--- src/rtl/id_issue_ctrl.sv ---
// ----------------------------------------------------------------------------
// id_issue_ctrl
// ----------------------------------------------------------------------------
// Issue controller for the ID stage. It keeps a busy scoreboard with one bit
// per architectural register, set for every in-flight writer. It blocks issue
// on RAW hazards (rs1/rs2 busy) and WAW hazards (rd busy). It also runs the
// IF->ID->EX valid/ready handshake and sequences the stall and flush states.
// WB writes clear busy bits. x0 never becomes busy.
//
// Configuration macro: ID_ISSUE_WB_BYPASS_EN
//   defined   : a WB write to rN in cycle t makes rN not busy in cycle t, so a
//               dependent instruction issues in t. The datapath forwards the
//               WB data into the source operands.
//   undefined : the hazard check uses the registered busy bits, so the
//               dependent instruction issues in t+1.
//
// Ports
//   clk, rst           clock (rising edge); synchronous active-high reset
//   i_if_valid         IF presents a valid instruction
//   o_id_ready         ID accepts the instruction this cycle (combinational)
//   i_rs1/rs2/rd_addr  decoded register addresses
//   i_uses_rs1/rs2     instruction reads rs1 / rs2
//   i_writes_rd        instruction writes rd
//   o_issue_valid      instruction issued to EX this cycle (combinational)
//   i_ex_ready         EX can accept an instruction
//   i_wb_wr_reg_en     WB register write enable
//   i_wb_wr_reg_addr   WB destination register
//   i_flush            redirect pulse; starts FLUSH_CYC cycles of FLUSH
//   o_stall            high while the controller is in STALL
//   o_busy_vec         scoreboard; bit i set = xi has a pending write
// ----------------------------------------------------------------------------
module id_issue_ctrl #(
    parameter int NREGS     = 32,
    parameter int AW        = 5,
    parameter int FLUSH_CYC = 2
) (
    input  logic             clk,
    input  logic             rst,
    input  logic             i_if_valid,
    output logic             o_id_ready,
    input  logic [AW-1:0]    i_rs1_addr,
    input  logic [AW-1:0]    i_rs2_addr,
    input  logic [AW-1:0]    i_rd_addr,
    input  logic             i_uses_rs1,
    input  logic             i_uses_rs2,
    input  logic             i_writes_rd,
    output logic             o_issue_valid,
    input  logic             i_ex_ready,
    input  logic             i_wb_wr_reg_en,
    input  logic [AW-1:0]    i_wb_wr_reg_addr,
    input  logic             i_flush,
    output logic             o_stall,
    output logic [NREGS-1:0] o_busy_vec
);

    localparam logic [1:0] ST_RUN   = 2'd0;
    localparam logic [1:0] ST_STALL = 2'd1;
    localparam logic [1:0] ST_FLUSH = 2'd2;

    localparam int CW = (FLUSH_CYC > 1) ? $clog2(FLUSH_CYC) : 1;

    logic [1:0]       state;
    logic [CW-1:0]    flush_cnt;
    logic [NREGS-1:0] busy;

    logic [NREGS-1:0] wb_clr_mask;
    logic [NREGS-1:0] set_mask;
    logic [NREGS-1:0] busy_chk;
    logic [NREGS-1:0] busy_next;
    logic             hazard;
    logic             go;
    logic             fire;

    // One-hot clear mask for the WB write. x0 is never tracked.
    // NOTE: give every signal a default at the top of an always_comb block.
    // A path that leaves a signal unassigned infers a latch.
    always_comb begin
        wb_clr_mask = '0;
        if (i_wb_wr_reg_en && (i_wb_wr_reg_addr != '0))
            wb_clr_mask[i_wb_wr_reg_addr] = 1'b1;
    end

`ifdef ID_ISSUE_WB_BYPASS_EN
    // A register retiring this cycle already counts as free. Its value is
    // forwarded from WB.
    assign busy_chk = busy & ~wb_clr_mask;
`else
    assign busy_chk = busy;
`endif

    // busy[0] is never set, so x0 operands and rd=x0 never raise a hazard.
    assign hazard = (i_uses_rs1  & busy_chk[i_rs1_addr])
                  | (i_uses_rs2  & busy_chk[i_rs2_addr])
                  | (i_writes_rd & busy_chk[i_rd_addr]);

    // rst gates go so that every handshake output stays low during reset.
    assign go   = ~rst & (state != ST_FLUSH) & ~hazard & i_ex_ready & ~i_flush;
    assign fire = i_if_valid & go;

    always_comb begin
        set_mask = '0;
        if (fire && i_writes_rd && (i_rd_addr != '0))
            set_mask[i_rd_addr] = 1'b1;
    end

    // The set is applied after the clear, so a new writer wins over a
    // retiring writer of the same register.
    assign busy_next = ((busy & ~wb_clr_mask) | set_mask) & ~NREGS'(1);

    // NOTE: sequential state uses non-blocking assignments only. All flops
    // then sample pre-edge values and simulation order cannot matter.
    // The scoreboard is a flop vector rather than a RAM, so resetting it
    // costs nothing special.
    always_ff @(posedge clk) begin
        if (rst)
            busy <= '0;
        else
            busy <= busy_next;
    end

    always_ff @(posedge clk) begin
        if (rst) begin
            state     <= ST_RUN;
            flush_cnt <= '0;
        end else if (i_flush) begin
            // A flush in any state, including FLUSH, restarts the count.
            state     <= ST_FLUSH;
            flush_cnt <= CW'(FLUSH_CYC - 1);
        end else begin
            case (state)
                ST_RUN: begin
                    if (i_if_valid && !go)
                        state <= ST_STALL;
                end
                ST_STALL: begin
                    if (go || !i_if_valid)
                        state <= ST_RUN;
                end
                ST_FLUSH: begin
                    if (flush_cnt == '0)
                        state <= ST_RUN;
                    else
                        flush_cnt <= flush_cnt - CW'(1);
                end
                default: state <= ST_RUN;
            endcase
        end
    end

    assign o_id_ready    = go;
    assign o_issue_valid = fire;
    assign o_stall       = ~rst & (state == ST_STALL);
    assign o_busy_vec    = rst ? '0 : busy;

endmodule

--- config.mk ---
export PLATFORM = sky130hd
export DESIGN_NAME = id_issue_ctrl
export DESIGN_NICKNAME = d
export VERILOG_FILES = /design/src/rtl/id_issue_ctrl.sv
export SDC_FILE = /design/constraint.sdc
export NUM_CORES = 1
export LEC_CHECK = 0
export CAP_MARGIN = 20
export CORE_ASPECT_RATIO = 0.5
export CORE_MARGIN = 4
export CORE_UTILIZATION = 51
export CTS_BUF_LIST = sky130_fd_sc_hd__clkbuf_8
export DETAILED_ROUTE_END_ITERATION = 10
export GPL_ROUTABILITY_DRIVEN = 0
export HOLD_SLACK_MARGIN = 0.15
export PLACE_DENSITY = 0.83
export SLEW_MARGIN = 20
export SYNTH_ARGS = -nofsm -noshare
export SYNTH_HDL_FRONTEND = slang
export SYNTH_SLANG_ARGS = --single-unit
export TNS_END_PERCENT = 30
--- constraint.sdc ---
create_clock -name clk -period 2.9 [get_ports clk]
set_clock_uncertainty 0.05 [all_clocks]
set_input_delay 0.29 -clock clk [delete_from_list [all_inputs] [get_ports clk]]
set_output_delay 0.29 -clock clk [all_outputs]
set_load 0.02 [all_outputs]
==> results.sh <==
export IMPL_status="completed"
export IMPL_peakVddDrop_mv=0.339
export IMPL_post_drt_wl_per_cell_um=25.5
export IMPL_core_um2=4550
export IMPL_max_cap_violations=0
export IMPL_grt_max_degree=40
export IMPL_h_tree_depth=2
export IMPL_cts_tree="built"
export IMPL_critPathCaptureType="flip-flop"
export IMPL_crit_arrival_ps=3080
export IMPL_ys_types=43
export IMPL_path_class="reg -> reg"
export IMPL_synth_edf_count=0
export IMPL_diodes=0
export IMPL_io_buffers=62
export IMPL_synth_fp_nets=302
export IMPL_worstMarginPinSlew_ps=592
export IMPL_grt_pass1_wl_mm=14.7
export IMPL_ys_ff_latch=34
export IMPL_routed_wl_mm=10.7
export IMPL_antenna_found_initial=0
export IMPL_yosys_top_cells_area="dfxtp_1 27%, mux4_2 16%, o41ai_1 11%, nor2b_1 8.5%, o21ai_0 6.2%"
export IMPL_hold_viol=0
export IMPL_syn_area_um2=2490
export IMPL_dp_hpwl_mm=6.72
export IMPL_start_util=0.548
export IMPL_yosys_area_top_type="dfxtp_1"
export IMPL_root_buffer="clkbuf_8"
export IMPL_grt_usage=0.311
export IMPL_rsz0062_at_grt="false"
export IMPL_cp_required_ps=3080
export IMPL_ant_nets=0
export IMPL_rows=17
export IMPL_first_pass_iters=8
export IMPL_finalSetupViolCount=0
export IMPL_numCtsBuffers=5
export IMPL_fp_dieArea_um2=6140
export IMPL_fin_hold_ws_ps=457
export IMPL_dp_cells=409
export IMPL_clkTransAtPathRegs_ps=80
export IMPL_post_route_util=0.814
export IMPL_cts_sinks=34
export IMPL_fmax_mhz=346
export IMPL_layout_drive_gt1_share=0.270
export IMPL_holdCritPathClass="reg -> reg"
export IMPL_ioPinCount=64
export IMPL_synthCells=273
export IMPL_drt_initial_drc_count=578
export IMPL_synth_avg_cell_area_um2=9.14
export IMPL_finalMaxSlewViolations=0
export IMPL_grt_pass1_vias=2756
export IMPL_synth_top_cell_area_share=0.273
export IMPL_p_per_area_nw_per_um2=339
export IMPL_leakagePower_nw=1.43
export IMPL_clk_latency_ps=310
export IMPL_drc=0
export IMPL_finalNonFillerCells=421
export IMPL_dr_total_vias=3031
export IMPL_synth_main_ff_cell="dfxtp_1"
export IMPL_maxSlewHeadroom=0.604
export IMPL_final_cell_area_um2=3710
export IMPL_post_route_min_period_ps=2890
export IMPL_min_period_over_period=0.997
export IMPL_yosysWarnings=0
export IMPL_syn_to_final_growth_pct=48.5
export IMPL_place_area_um2=3370
export IMPL_die_width_um=107
export IMPL_viasPerCell=7.20
export IMPL_dieHeight_um=57.5
export IMPL_async_flop_share=0
export IMPL_holdBufCountCts=0
export IMPL_nFillCells=278
export IMPL_synth_common_cells="34 x dfxtp_1, 34 x nor2b_1, 31 x o21ai_0"
export IMPL_grt_overflow_total=0
export IMPL_start_kind="flip-flop"
export IMPL_layout_nets=383
export IMPL_cts_path_max_buffers=2
export IMPL_path_max_fanout=4
export IMPL_ys_seq_area_frac=0.273
## kinds of logic (layout without fill, tap and decap cells)
group / Yosys count / after routing / synth area share
flops: 34 / 34 / 0.273
simple gates: 101 / 101 / 0.242
mux: 32 / 32 / 0.220
compound gates: 77 / 77 / 0.214
buf+inv: 28 / 110 / 0.0507
other cells: 1 / 1 / 0.00150
## worst max-delay path, cell delays in order, from the launching register on
cell	delay [ps]
dfxtp_1	390
mux4_2	500
a32oi_2	260
buf_4	170
buf_4	110
nand4_1	100
or4_4	570
or4b_4	520
o21ai_2	160
## path summary, 6_finish.rpt
check	from	endpoint	slack, ps	cells after the start
worst max-delay path	busy[15]$_SDFF_PP0_	busy[20]$_SDFF_PP0_	8	8
worst max register to register	busy[15]$_SDFF_PP0_	busy[20]$_SDFF_PP0_	8	8
worst min register to register	flush_cnt$_SDFFE_PP0P_	flush_cnt$_SDFFE_PP0P_	460	2
worst min-delay path	flush_cnt$_SDFFE_PP0P_	flush_cnt$_SDFFE_PP0P_	460	2
## flip-flops by register name (all words and copies together) (netlist names)
name	cells
flush_cnt	1
busy	31
state	2
## what timing repair did
action,4_1_cts,5_1_grt
setup buffers,0,4
setup endpoints to repair,5,33
pin swaps,0,6
resized for setup,14,27
## layer usage
layer	routed length [um]	global-route usage
met3	1800	0.138
met5	0	0
met1	3920	0.403
met2	4300	0.453
met4	700	0.133
## cells in the final DEF, fill, tap and decap left out, drive strengths merged, types with 8 or more instances in the layout
cell type / instances
clkdlybuf4s50: 57
nand2: 12
o21ai: 32
mux4: 18
mux2i: 12
dfxtp: 34
buf: 40
nor2: 11
nor2b: 34
o41ai: 30
nand3b: 10
nand3: 8
## through the flow
| stage | total power [mW] | worst slack, ps | TNS (ps) |
|---|---|---|---|
| global placement | 0.677 | -364 | -5560 |
| floorplan | 0.582 | 25.5 | 0 |
| finish | 1.26 | 7.65 | 0 |
| CTS | 1.21 | 24.2 | 0 |
| detailed placement | 0.680 | -383 | -7220 |
| global route | 1.27 | 18.7 | 0 |
## layout make-up
cell class                      count  area, um^2  area share
Inverter                            2        7.51     0.00203
Clock inverter                      3        68.8      0.0186
Tap cell                           66        82.6      0.0223
Multi-Input combinational cell    211        1850       0.499
Clock buffer                        5        68.8      0.0186
Timing Repair Buffer              100         947       0.256
Sequential cell                    34         681       0.184
## report_power, final
group,leakage (nW),switching [mW],internal (mW)
combinational,1.09,0.127,0.0983
clock,0.0683,0.214,0.345
sequential,0.274,0.00221,0.469
total,1.43,0.343,0.912
Note: power is estimated with default switching activity, not from simulation.
